File: src/rtl/dot_tracker.sv
// -----------------------------------------------------------------------------
// dot_tracker
//
// Owns the dot bitmap of the maze. After reset or restart it counts the dots
// in the bitmap. It then clears the dot under the player whenever a new
// position arrives, adds points to the score and flags level clear once the
// last dot is eaten.
//
// Ports:
//   clk          system clock
//   reset        asynchronous, active-high reset
//   x, y         player pixel position (top-left of sprite)
//   pos_valid    one-cycle strobe: x/y carry a new position
//   restart      one-cycle strobe: reload INIT_MAP and recount (score is kept)
//   tilemap_dots registered dot bitmap, bit index = row*COLS + col
//   score        accumulated score, saturating
//   dots_left    number of dots still in the bitmap
//   ready        high while accepting positions (PLAY)
//   eat_pulse    one-cycle pulse when a dot is cleared
//   level_clear  high once every dot is gone (CLEAR)
// -----------------------------------------------------------------------------
module dot_tracker #(
  parameter int TILE_SIZE  = 20,
  parameter int COLS       = 32,
  parameter int ROWS       = 24,
  parameter int SCORE_W    = 16,
  parameter int DOT_POINTS = 10,
  parameter logic [COLS*ROWS-1:0] INIT_MAP = '0
) (
  input  logic                 clk,
  input  logic                 reset,
  input  logic [9:0]           x,
  input  logic [8:0]           y,
  input  logic                 pos_valid,
  input  logic                 restart,
  output logic [COLS*ROWS-1:0] tilemap_dots,
  output logic [SCORE_W-1:0]   score,
  output logic [9:0]           dots_left,
  output logic                 ready,
  output logic                 eat_pulse,
  output logic                 level_clear
);

  localparam int NUM_TILES = COLS * ROWS;
  localparam int IDX_W     = $clog2(NUM_TILES);
  localparam int COL_W     = $clog2(COLS);
  localparam int ROW_W     = $clog2(ROWS);
  localparam int X_LIMIT   = COLS * TILE_SIZE;
  localparam int Y_LIMIT   = ROWS * TILE_SIZE;
  // Wide enough that score + DOT_POINTS can never wrap before the compare.
  localparam int SUM_W     = SCORE_W + 32;

  typedef enum logic [1:0] {
    ST_COUNT,
    ST_PLAY,
    ST_CLEAR
  } state_t;

  state_t state;
  state_t state_next;

  logic [IDX_W-1:0] cnt_idx;
  logic             cnt_last;
  logic [9:0]       count_total;

  // Stage-1 registers
  logic             s1_valid;
  logic [COL_W-1:0] s1_col;
  logic [ROW_W-1:0] s1_row;
  logic             s1_in_range;

  logic [COL_W-1:0] col_calc;
  logic [ROW_W-1:0] row_calc;
  logic             in_range_calc;

  logic [IDX_W-1:0]   s2_idx;
  logic               eat;
  logic [SUM_W-1:0]   score_sum;
  logic [SCORE_W-1:0] score_next;

  // ---------------------------------------------------------------------------
  // Combinational datapath
  // ---------------------------------------------------------------------------
  assign cnt_last    = (cnt_idx == IDX_W'(NUM_TILES - 1));
  assign count_total = dots_left + 10'(tilemap_dots[cnt_idx]);

  // col/row are truncated to their field width; out-of-range positions are
  // masked by in_range, so the truncated value never selects a tile.
  assign col_calc      = COL_W'(32'(x) / TILE_SIZE);
  assign row_calc      = ROW_W'(32'(y) / TILE_SIZE);
  assign in_range_calc = (32'(x) < X_LIMIT) && (32'(y) < Y_LIMIT);

  assign s2_idx = IDX_W'(s1_row) * IDX_W'(COLS) + IDX_W'(s1_col);

  // Stage 2 reads the registered bitmap. A clear made by the previous stage-2
  // is already in the register on this cycle, so a repeated tile can never see
  // a stale bit and no separate forwarding path is needed.
  assign eat = (state == ST_PLAY) && s1_valid && s1_in_range &&
               tilemap_dots[s2_idx];

  assign score_sum  = SUM_W'(score) + SUM_W'(DOT_POINTS);
  assign score_next = (score_sum > SUM_W'({SCORE_W{1'b1}})) ?
                      {SCORE_W{1'b1}} : score_sum[SCORE_W-1:0];

  // ---------------------------------------------------------------------------
  // FSM: state register
  // ---------------------------------------------------------------------------
  // NOTE: sequential state uses non-blocking (<=) so every register samples
  // the pre-edge values; blocking assignments here would create ordering races.
  always_ff @(posedge clk or posedge reset) begin
    if (reset) state <= ST_COUNT;
    else       state <= state_next;
  end

  // ---------------------------------------------------------------------------
  // FSM: next-state logic
  // ---------------------------------------------------------------------------
  // NOTE: the default assignment at the top of always_comb is what prevents a
  // latch when a branch leaves state_next unassigned.
  always_comb begin
    state_next = state;
    if (restart) begin
      state_next = ST_COUNT;
    end else begin
      unique case (state)
        ST_COUNT: if (cnt_last) state_next = (count_total == 10'd0) ? ST_CLEAR : ST_PLAY;
        ST_PLAY:  if (eat && (dots_left == 10'd1)) state_next = ST_CLEAR;
        ST_CLEAR: state_next = ST_CLEAR;
        default:  state_next = ST_COUNT;
      endcase
    end
  end

  // ---------------------------------------------------------------------------
  // FSM: outputs
  // ---------------------------------------------------------------------------
  always_comb begin
    ready       = (state == ST_PLAY);
    level_clear = (state == ST_CLEAR);
  end

  // ---------------------------------------------------------------------------
  // Datapath registers
  // ---------------------------------------------------------------------------
  // NOTE: the bitmap is a plain flop vector, not a RAM, so it is reset to
  // INIT_MAP like any other register and restart can reload it in one edge.
  always_ff @(posedge clk or posedge reset) begin
    if (reset) begin
      tilemap_dots <= INIT_MAP;
      score        <= '0;
      dots_left    <= '0;
      cnt_idx      <= '0;
      eat_pulse    <= 1'b0;
      s1_valid     <= 1'b0;
      s1_col       <= '0;
      s1_row       <= '0;
      s1_in_range  <= 1'b0;
    end else if (restart) begin
      // Restart wins over a coincident stage-2 eat; score is deliberately kept.
      tilemap_dots <= INIT_MAP;
      dots_left    <= '0;
      cnt_idx      <= '0;
      eat_pulse    <= 1'b0;
      s1_valid     <= 1'b0;
    end else begin
      eat_pulse   <= 1'b0;
      // Positions are only accepted in PLAY; anything captured on the edge
      // that enters CLEAR is dropped because stage 2 is gated by PLAY.
      s1_valid    <= pos_valid && (state == ST_PLAY);
      s1_col      <= col_calc;
      s1_row      <= row_calc;
      s1_in_range <= in_range_calc;

      if (state == ST_COUNT) begin
        dots_left <= count_total;
        cnt_idx   <= cnt_last ? '0 : cnt_idx + IDX_W'(1);
      end

      if (eat) begin
        tilemap_dots[s2_idx] <= 1'b0;
        dots_left            <= dots_left - 10'd1;
        score                <= score_next;
        eat_pulse            <= 1'b1;
      end
    end
  end

endmodule

File: config.mk
export PLATFORM = sky130hd
export DESIGN_NAME = dot_tracker
export DESIGN_NICKNAME = d
export VERILOG_FILES = /design/src/rtl/dot_tracker.sv
export SDC_FILE = /design/constraint.sdc
export NUM_CORES = 2
export LEC_CHECK = 0
export BUFFER_PORTS_ARGS = -buffer_cell sky130_fd_sc_hd__buf_2
export CAP_MARGIN = 5
export CORE_AREA = 2 2 318 320
export CTS_CLUSTER_DIAMETER = 30
export CTS_CLUSTER_SIZE = 25
export DETAILED_ROUTE_END_ITERATION = 7
export DIE_AREA = 0 0 320 322
export MAX_ROUTING_LAYER = met4
export PLACE_DENSITY = 0.66
export SLEW_MARGIN = 10
export SYNTH_ARGS = -nofsm -noshare
export SYNTH_HDL_FRONTEND = slang
export SYNTH_SLANG_ARGS = --single-unit
File: constraint.sdc
create_clock -name clk -period 29.2 [get_ports clk]
set_input_delay 1.46 -clock clk [delete_from_list [all_inputs] [get_ports clk]]
set_output_delay 1.46 -clock clk [all_outputs]
set_load 0.005 [all_outputs]
==> results.ini <==
[setup_path]
cp-end-kind=register
ff2ff_setup_slack_ns=20.45
max_stage_delay_ns=0.88
cp.required_ns=29.91
worst-setup-path-type=reg2reg
slowest_stage=dfrtp_4
crit_arrival_ns=9.47
worst_setup_path_start_kind=register
crit_path_cell_trace=buf_4, buf_4, buf_4, buf_4, mux4_2, nand2_1, a311o_1, nand3_1, a32oi_1, nand4_2, o21ai_4, buf_4, nor4_4, buf_4, a21oi_1
path_max_fanout=48
crit_path_frequent_cell=buf_4

[worst_hold_path]
hp-class=reg2reg

[sta]
rsz0062_at_grt=no
holdWs_ns=0.5105
hold_viol=0
setup_viol=0
skew_ns=0.05401
min_period_ns=8.754
tightest_slew_ns=1.351
setup_ws_ns=20.45
period_share_pct=29.98
slew_headroom_pct=9.882
maxSlewViolCount=0
max_freq_mhz=114.2
fin_setup_tns_ns=0

[cells_and_area]
area_growth_pct=29.02
fillers=8450
nets=4891
drive_above_1_share_pct=34.54
fin_util_pct=56.93
fin_area_sq_um=56680
multi_input_area_sq_um=21940
seqCellArea_sq_um=20520

[logic_synthesis]
yosysWarnings=0
yosys.area.top_type=dfrtp_1
syn_avg_cell_area_sq_um=10.65
yosys-top-cells-count=nand2_1 (836), dfrtp_1 (819), a21oi_1 (804)
synth_seq_cells=819
syn_area_sq_um=43930
synth.most_common_cell=nand2_1
synth_nets=4160
ys_types=82
synth_top_area_share_pct=46.65
synth-edff-count=0
postSynthCellCount=4124
synth-async-reset-ratio_pct=100.0
synth-main-ff-cell=dfrtp_1
seq_area_frac_synth_pct=46.65
netlist_top_cells_area=dfrtp_1 (47%), mux4_2 (17%), a21oi_1 (9.2%)

[placement]
place.gp.congestion=0.9485
portBuffers=817
place_ws_ns=20.58
post_dp_cell_area_sq_um=49330
hpwl_mm=145.8

[run]
maxCapViolCount=0

[power_and_ir_drop]
leakagePower_nw=27.89
ir_worst_vdd_uv=75.36
powerDensity_nw_per_um2=73.37

[cts]
htree_num_levels=4
path_clk_slew_ns=0.05
cts_tree=yes
cts_resized=0
ctsRootBufferMaster=clkbuf_16
postCtsSetupBuffers=0
cts_hold_buffers=0
cts_buffers=194
cts.sink_count=819
clk_latency_ns=0.81
clk_path_buf_depth=3

[drt]
drtIter0Drc=6587
routed_wl_mm=225.1
drc=0
vias=42984
drtPass1Iterations=6
ant_nets=0
vias_per_cell=6.788
wire_per_inst_um=35.55

[global_route]
grt_overflow_total=0
grt_pass1_vias=41160
grt.total_usage_pct=44.17
grt_pass1_wl_mm=313.7
grt_max_degree=242
antenna_found_initial=8

[floorplanning]
dieWidth_um=320
num_io_pins=820
initial_core_util_pct=44.13
dieArea_sq_um=103000
core_sq_um=99570
die_y_um=322
row_count=116

[status]
outcome=finished, final reports clean

critical path, delay by kind of cell (launching register included):
kind | cells | cell delay [ns]
AND/OR/NAND/NOR | 4 | 0.95
flip-flops | 1 | 0.88
buffers and inverters | 6 | 4.17
AO/OA/AOI/OAI | 4 | 1.67
multiplexers | 1 | 0.67
layout by cell type (no fill, tap or decap), types with 40 or more instances in the layout:
cell type / count
mux4_2: 338
o21ai_0: 41
nor2_1: 79
nand2_1: 836
buf_2: 817
clkbuf_8: 40
dfrtp_1: 807
buf_4: 126
clkbuf_16: 196
a21oi_1: 804
o22ai_1: 96
mux2i_1: 229
path summary, 6_finish.rpt:
| check | start | endpoint | cells past startpoint |
|---|---|---|---|
| worst max-delay path | s1_col[0] | tilemap_dots[291] | 15 |
| worst min-delay path | score[0] | score[0] | 1 |
| worst min register to register | score[0] | score[0] | 1 |
| worst max register to register | s1_col[0] | tilemap_dots[291] | 15 |
| min in group asynchronous | reset | tilemap_dots[406] | 2 |
| max in group asynchronous | reset | tilemap_dots[534] | 5 |
per-stage QoR:
| step | total power, mW | std cells |
|---|---|---|
| 2_1_floorplan | 1.559 | 4124 |
| 3_3_place_gp | 1.762 | 5955 |
| 3_5_place_dp | 1.764 | 5956 |
| 4_1_cts | 4.146 | 6317 |
| 5_1_grt | 4.243 | 6323 |
| 6_report | 4.159 | 6332 |
cell families (layout without fill, tap and decap cells):
| kind of cell | count (synthesis) | in the layout | share of synthesized area [%] |
|---|---|---|---|
| AO/OA/AOI/OAI | 1083 | 1083 | 13.64 |
| XOR/XNOR | 10 | 10 | 0.1994 |
| adder cells (fa/ha/maj) | 20 | 20 | 0.5297 |
| buffers and inverters | 442 | 1338 | 4.429 |
| flip-flops | 819 | 819 | 46.65 |
| multiplexers | 584 | 584 | 22.98 |
| other | 0 | 14 | 0 |
| AND/OR/NAND/NOR | 1166 | 1166 | 11.58 |
area by class of cell:
cell class	count	area share (%)
clock buffer	257	9.763
clock inverter	104	3.123
inverter	29	0.2185
tap	1298	2.865
antenna	14	0.06181
multi-input combinational	2863	38.72
sequential	819	36.21
timing repair buffer	948	9.042
sequential cells by signal (all words and copies together) (netlist names):
register / cells
state: 2
score: 16
s1_in_range: 1
eat_pulse: 1
dots_left: 10
s1_row: 5
cnt_idx: 10
s1_col: 5
s1_valid: 1
tilemap_dots: 768
metal layers:
layer  GRT usage (%)  wire length (um)
met4           27.67             17460
met5               -                 0
met2           62.67             97570
met3           16.88             31740
met1           52.92             78350
where the power goes:
part | internal, mW | total (mW) | switching (mW)
Combinational | 0.180 | 0.564 | 0.384
Clock | 1.66 | 2.40 | 0.743
Sequential | 1.15 | 1.19 | 0.0494
Total | 2.98 | 4.16 | 1.18
Note: power is estimated with default switching activity, not from simulation.
